**src/rtl/fetch_queue_pkg.sv**
```systemverilog
// Shared definitions for the instruction prefetch queue.
//   fetch_state_e  : fetch FSM states (idle, request outstanding, discard stale response)
//   FETCH_PC_STEP  : byte increment between sequential instruction words
//   entry_width()  : packed width of one {instr, pc} queue entry
package fetch_queue_pkg;

    typedef enum logic [1:0] {
        StIdle    = 2'd0,
        StReq     = 2'd1,
        StDiscard = 2'd2
    } fetch_state_e;

    localparam int unsigned FETCH_PC_STEP = 4;

    // An entry carries two WIDTH-bit fields: instruction and its address.
    localparam int unsigned ENTRY_FIELDS = 2;

    function automatic int unsigned entry_width(input int unsigned width);
        return ENTRY_FIELDS * width;
    endfunction

endpackage

```
**src/rtl/fetch_queue_sync_fifo.sv**
```systemverilog
// Generic synchronous FIFO used as the prefetch buffer.
// Ports:
//   clk, rst        : rising-edge clock, synchronous active-low reset
//   push, push_data : write one entry (accepted when not full, or when popping in the same cycle)
//   pop             : remove the head entry (ignored when empty)
//   clear           : drop all entries; takes priority over push and pop
//   head_data       : current head entry
//   count           : number of occupied entries
//   full, empty     : occupancy flags
// DEPTH must be a power of two so the pointers wrap naturally.
module fetch_queue_sync_fifo #(
    parameter int unsigned DEPTH  = 4,
    parameter int unsigned DATA_W = 64
) (
    input  logic                     clk,
    input  logic                     rst,
    input  logic                     push,
    input  logic [DATA_W-1:0]        push_data,
    input  logic                     pop,
    input  logic                     clear,
    output logic [DATA_W-1:0]        head_data,
    output logic [$clog2(DEPTH):0]   count,
    output logic                     full,
    output logic                     empty
);

    localparam int unsigned PTR_W = $clog2(DEPTH);
    localparam logic [PTR_W:0] FULL_COUNT = (PTR_W + 1)'(DEPTH);

    logic [DATA_W-1:0] mem_q [DEPTH];
    logic [PTR_W-1:0]  rd_ptr_q;
    logic [PTR_W-1:0]  wr_ptr_q;
    logic [PTR_W:0]    count_q;
    logic              do_push;
    logic              do_pop;

    assign empty     = (count_q == '0);
    assign full      = (count_q == FULL_COUNT);
    assign count     = count_q;
    assign head_data = mem_q[rd_ptr_q];

    assign do_pop  = pop && !empty;
    // A push into a full FIFO is fine when the head leaves in the same cycle.
    assign do_push = push && (!full || do_pop);

    always_ff @(posedge clk) begin
        if (!rst) begin
            rd_ptr_q <= '0;
            wr_ptr_q <= '0;
            count_q  <= '0;
            mem_q    <= '{default: '0};
        end else if (clear) begin
            rd_ptr_q <= '0;
            wr_ptr_q <= '0;
            count_q  <= '0;
        end else begin
            if (do_push) begin
                mem_q[wr_ptr_q] <= push_data;
                wr_ptr_q        <= wr_ptr_q + 1'b1;
            end
            if (do_pop) begin
                rd_ptr_q <= rd_ptr_q + 1'b1;
            end
            unique case ({do_push, do_pop})
                2'b10:   count_q <= count_q + 1'b1;
                2'b01:   count_q <= count_q - 1'b1;
                default: count_q <= count_q;
            endcase
        end
    end

endmodule

```
**src/rtl/fetch_queue.sv**
```systemverilog
// Instruction prefetch queue in front of the IF/ID register. Fetches sequential words from a
// handshaked, variable-latency memory port into a small FIFO and presents {instr, pc} to the
// fetch stage. A redirect flushes the queue and restarts fetching at redirect_pc; a response
// already in flight when the redirect arrives is discarded.
// Ports:
//   clk, rst                 : rising-edge clock, synchronous active-low reset
//   redirect, redirect_pc    : flush and restart fetch at the given word-aligned address
//   mem_req, mem_addr        : memory request and its address (held until mem_ack)
//   mem_ack, mem_rdata       : request completion and read data
//   out_valid, out_ready     : head handshake towards the IF stage
//   out_instr, out_pc        : head instruction and its address
//   count                    : occupied queue entries
// Build option: define FETCH_QUEUE_BYPASS_EN to let a response landing in an empty queue
// appear on out_* in the same cycle (and be consumed without being stored if out_ready=1).
module fetch_queue
    import fetch_queue_pkg::*;
#(
    parameter int unsigned      WIDTH    = 32,
    parameter int unsigned      DEPTH    = 4,
    parameter logic [WIDTH-1:0] RESET_PC = '0
) (
    input  logic                     clk,
    input  logic                     rst,
    input  logic                     redirect,
    input  logic [WIDTH-1:0]         redirect_pc,
    output logic                     mem_req,
    output logic [WIDTH-1:0]         mem_addr,
    input  logic                     mem_ack,
    input  logic [WIDTH-1:0]         mem_rdata,
    output logic                     out_valid,
    input  logic                     out_ready,
    output logic [WIDTH-1:0]         out_instr,
    output logic [WIDTH-1:0]         out_pc,
    output logic [$clog2(DEPTH):0]   count
);

    localparam int unsigned      CNT_W   = $clog2(DEPTH) + 1;
    localparam int unsigned      ENTRY_W = entry_width(WIDTH);
    localparam logic [WIDTH-1:0] PC_STEP = WIDTH'(FETCH_PC_STEP);
    localparam logic [CNT_W-1:0] CAP     = CNT_W'(DEPTH);

    typedef struct packed {
        logic [WIDTH-1:0] instr;
        logic [WIDTH-1:0] pc;
    } entry_t;

    fetch_state_e     state_q;
    logic [WIDTH-1:0] fetch_pc_q;
    logic [WIDTH-1:0] fetch_pc_pending_q;

    entry_t           push_entry;
    entry_t           head_entry;
    logic [ENTRY_W-1:0] head_bits;
    logic             ack_push;
    logic             fifo_push;
    logic             fifo_pop;
    logic             fifo_full;
    logic             fifo_empty;
    logic [CNT_W-1:0] fifo_count;
    logic [CNT_W-1:0] count_next;
    logic             room_next;

    assign mem_req  = (state_q != StIdle);
    assign mem_addr = fetch_pc_q;
    assign count    = fifo_count;

    // A response is only kept when no redirect arrives alongside it.
    assign ack_push   = (state_q == StReq) && mem_ack && !redirect;
    assign push_entry = '{instr: mem_rdata, pc: fetch_pc_q};
    assign head_entry = entry_t'(head_bits);

    // Redirect wins over a handshake on the head: the entry is flushed, not consumed.
    assign fifo_pop = out_ready && !fifo_empty && !redirect;

`ifdef FETCH_QUEUE_BYPASS_EN
    logic bypass;

    assign bypass    = ack_push && fifo_empty;
    assign fifo_push = ack_push && !(bypass && out_ready) && (!fifo_full || fifo_pop);
    assign out_valid = !fifo_empty || bypass;
    assign out_instr = bypass ? mem_rdata  : head_entry.instr;
    assign out_pc    = bypass ? fetch_pc_q : head_entry.pc;
`else
    assign fifo_push = ack_push && (!fifo_full || fifo_pop);
    assign out_valid = !fifo_empty;
    assign out_instr = head_entry.instr;
    assign out_pc    = head_entry.pc;
`endif

    assign count_next = fifo_count + CNT_W'(fifo_push) - CNT_W'(fifo_pop);
    assign room_next  = (count_next < CAP);

    fetch_queue_sync_fifo #(
        .DEPTH  (DEPTH),
        .DATA_W (ENTRY_W)
    ) u_fifo (
        .clk       (clk),
        .rst       (rst),
        .push      (fifo_push),
        .push_data (push_entry),
        .pop       (fifo_pop),
        .clear     (redirect),
        .head_data (head_bits),
        .count     (fifo_count),
        .full      (fifo_full),
        .empty     (fifo_empty)
    );

    always_ff @(posedge clk) begin
        if (!rst) begin
            state_q            <= StIdle;
            fetch_pc_q         <= RESET_PC;
            fetch_pc_pending_q <= '0;
        end else begin
            unique case (state_q)
                StIdle: begin
                    if (redirect) begin
                        fetch_pc_q <= redirect_pc;
                        state_q    <= StReq;
                    end else if (room_next) begin
                        state_q <= StReq;
                    end
                end
                StReq: begin
                    if (redirect) begin
                        if (mem_ack) begin
                            fetch_pc_q <= redirect_pc;
                        end else begin
                            // mem_addr must stay put until the stale response returns.
                            fetch_pc_pending_q <= redirect_pc;
                            state_q            <= StDiscard;
                        end
                    end else if (mem_ack) begin
                        fetch_pc_q <= fetch_pc_q + PC_STEP;
                        if (!room_next) begin
                            state_q <= StIdle;
                        end
                    end
                end
                StDiscard: begin
                    if (mem_ack) begin
                        fetch_pc_q <= redirect ? redirect_pc : fetch_pc_pending_q;
                        state_q    <= StReq;
                    end else if (redirect) begin
                        fetch_pc_pending_q <= redirect_pc;
                    end
                end
                default: state_q <= StIdle;
            endcase
        end
    end

endmodule

```
**config.mk**
```make
export PLATFORM = sky130hd
export DESIGN_NAME = fetch_queue
export DESIGN_NICKNAME = d
export VERILOG_FILES = /design/src/rtl/fetch_queue_pkg.sv /design/src/rtl/fetch_queue_sync_fifo.sv /design/src/rtl/fetch_queue.sv
export SDC_FILE = /design/constraint.sdc
export NUM_CORES = 1
export LEC_CHECK = 0
export ABC_AREA = 1
export CORE_AREA = 3 3 167 169
export CTS_BUF_LIST = sky130_fd_sc_hd__clkbuf_8 sky130_fd_sc_hd__clkbuf_16
export CTS_CLUSTER_SIZE = 10
export DETAILED_ROUTE_END_ITERATION = 7
export DIE_AREA = 0 0 170 172
export PLACE_DENSITY_LB_ADDON = 0.12
export RECOVER_POWER = 100
export SLEW_MARGIN = 5
export SYNTH_ARGS = -nofsm -noshare
export SYNTH_HDL_FRONTEND = slang
export SYNTH_SLANG_ARGS = --single-unit
```
**constraint.sdc**
```tcl
create_clock -name clk -period 4.1 [get_ports clk]
set_input_delay 0.615 -clock clk [delete_from_list [all_inputs] [get_ports clk]]
set_output_delay 0.615 -clock clk [all_outputs]
set_load 0.03 [all_outputs]
```
==> results.json <==
{
  "status": "finished, violations left",
  "violations": "capacitance limit, slew limit",
  "grt_max_degree": 143,
  "cp-end-kind": "output port",
  "start_util": 0.595,
  "clkLatencyLatePin_ns": 0.53,
  "tightestPinTransition_ns": 2.05,
  "cts-root-buf": "clkbuf_16",
  "drc": 0,
  "maxSlewViolCount": 47,
  "synthCells": 2310,
  "layout-drive-gt1-share": 0.0419,
  "ys.flop_type": "dfxtp_1",
  "fin_tns_setup_ns": 0,
  "diodes": 0,
  "drtAntennaViolNets": 0,
  "rsz0062_at_grt": "false",
  "yosysSeqAreaShare": 0.414,
  "min_period_over_period": 0.912,
  "vias": 16520,
  "grt_pass1_vias": 15315,
  "dpl.hpwl_um": 27500,
  "wl_per_cell_um": 18.0,
  "crit_path_max_fanout": 86,
  "grt.total_usage": 0.316,
  "path_delay_family": "buffers and inverters",
  "area_growth_syn_to_layout_pct": 15.6,
  "fp.coreArea_mm2": 0.0267,
  "cts_buffers": 39,
  "fin_nets": 2412,
  "wirelength_um": 48100,
  "syn_area_mm2": 0.0159,
  "antenna_found_initial": 0,
  "vias_per_cell": 6.17,
  "cp_data_required_time_ns": 3.48,
  "cts_resized": 0,
  "hp-class": "flop to flop",
  "cts.sinks": 329,
  "die_w_um": 170,
  "worst_hold_slack_ns": 0.457,
  "die_h_um": 172,
  "setup_viol": 0,
  "pin_count": 170,
  "cp_slowest_cell": "dlygate4sd3_1",
  "max_freq_ghz": 0.267,
  "htree_levels": 2,
  "cts_hold_buf": 0,
  "crit_chain": "buf_6, o21ai_0, o22ai_1, dlygate4sd3_1",
  "p_total_mw": 8.84,
  "rrSetupSlack_ns": 1.40,
  "synth-edff-count": 0,
  "synth_nets": 2393,
  "powerDensity_mw_per_mm2": 481,
  "clock-skew-final_ns": 0.0192,
  "irDropWorstVdd_mv": 0.499,
  "grt_pass1_wl_um": 77500,
  "portBuffers": 169,
  "path_clk_slew_ns": 0.05,
  "min_period_ns": 3.74,
  "slew-limit-headroom": -0.367,
  "arrival_ns": 3.13,
  "hold_viol": 0,
  "start_kind": "flop",
  "yosys_warnings": 0,
  "worst-path-buf-inv": 2,
  "drtIter0Drc": 2062,
  "synth_cell_types": 32,
  "post-cts-setup-buffer-count": 0,
  "firstDrtPassIters": 6,
  "clock_path_buffers": 3,
  "p_leak_nw": 6.61,
  "utilization": 0.688,
  "final_common_cell": "nand2_1",
  "syn_avg_cell_area_um2": 6.89,
  "overflow": 0,
  "die-area_mm2": 0.0292,
  "synthArstFlopShare": 0,
  "synth-seq-cells": 329,
  "num_rows": 60,
  "cp_slowest_stage_delay_ns": 0.79,
  "gp_congestion": 0.925,
  "layout_common_cells": "nand2_1 (448), a21oi_1 (409), dfxtp_1 (327), nand3_1 (269), o21ai_0 (217)",
  "worstSetupPathType": "flop to output port",
  "cts_tree": "yes",
  "cap_violations": 1
}
==> tightest hold or removal path: cells and delay by family, from the launching register on <==
| kind | cells | cell delay (ns) |
|---|---|---|
| flip-flops | 1 | 0.30 |
| AND/OR/NAND/NOR | 1 | 0.06 |
| AO/OA/AOI/OAI | 1 | 0.05 |
==> registers in the layout, summed over array words and instances, names as in the netlist <==
register            cells
mem_addr               32
fetch_pc_pending_q     32
u_fifo.wr_ptr_q         2
u_fifo.mem_q          256
u_fifo.rd_ptr_q         2
u_fifo.count            3
state_q                 2
==> per-layer routing <==
| metal | global-route usage | up-vias | part of all wire |
|---|---|---|---|
| li1 | - | 7861 | - |
| met1 | 0.417 | 7751 | 0.41 |
| met2 | 0.542 | 802 | 0.48 |
| met3 | 0.0423 | 106 | 0.080 |
| met4 | 0.104 | 0 | 0.027 |
| met5 | 0 | - | 0 |
==> per-stage QoR <==
stage	cell area [um^2]	std cells	setup WS, ns
2_1_floorplan	15900	2310	1.89
3_3_place_gp	17400	2629	1.01
3_5_place_dp	17400	2629	0.938
4_1_cts	18400	2678	0.498
5_1_grt	18400	2678	0.230
6_report	18400	2678	0.359
==> cells in the mapped netlist, drive strengths merged (4+ instances only) <==
cell type  instances  area (um^2)
a211oi            22          165
a21oi            409         2050
buf               83          523
clkbuf           136          510
dfxtp            329         6590
ha                13          163
inv               58          220
nand2            455         1730
nand3            269         1350
nand3b            12         90.1
nand4              4         25.0
nor2             215          820
o21ai            218         1090
o22ai             65          407
xor2               9         78.8
==> worst paths after layout <==
check,startpoint,endpoint,depth (start not counted)
min reg2reg,u_fifo.mem_q[182]$_SDFFE_PN0P_,u_fifo.mem_q[182]$_SDFFE_PN0P_,2
max,u_fifo.rd_ptr_q[0]$_SDFFE_PP0P_,out_pc[0],4
max reg2reg,state_q[1]$_SDFFE_PN0P_,u_fifo.mem_q[183]$_SDFFE_PN0P_,9
min,u_fifo.mem_q[182]$_SDFFE_PN0P_,u_fifo.mem_q[182]$_SDFFE_PN0P_,2
==> report_power, final <==
group	switching, mW	total, mW	internal [mW]
Combinational	1.30	1.99	0.687
Sequential	0.420	3.83	3.41
Clock	1.27	3.02	1.75
==> logic make-up (layout without fill, tap and decap cells) <==
kind of cell / after synthesis / in the layout / synth area share
buf+inv: 279 / 306 / 0.0793
compound gates: 718 / 718 / 0.235
fa+ha+maj: 14 / 14 / 0.0115
flops: 329 / 329 / 0.414
simple gates: 958 / 958 / 0.253
xor+xnor: 12 / 12 / 0.00661
==> final cells by class <==
cell class                      count  area, um^2
Fill cell                        2334        8340
Multi-Input combinational cell   1702        8080
Sequential cell                   329        6590
Timing Repair Buffer              197        2000
Clock buffer                       42        1020
Tap cell                          341         427
Inverter                           60         239
Clock inverter                      7        42.5
Note: power is estimated with default switching activity, not from simulation.
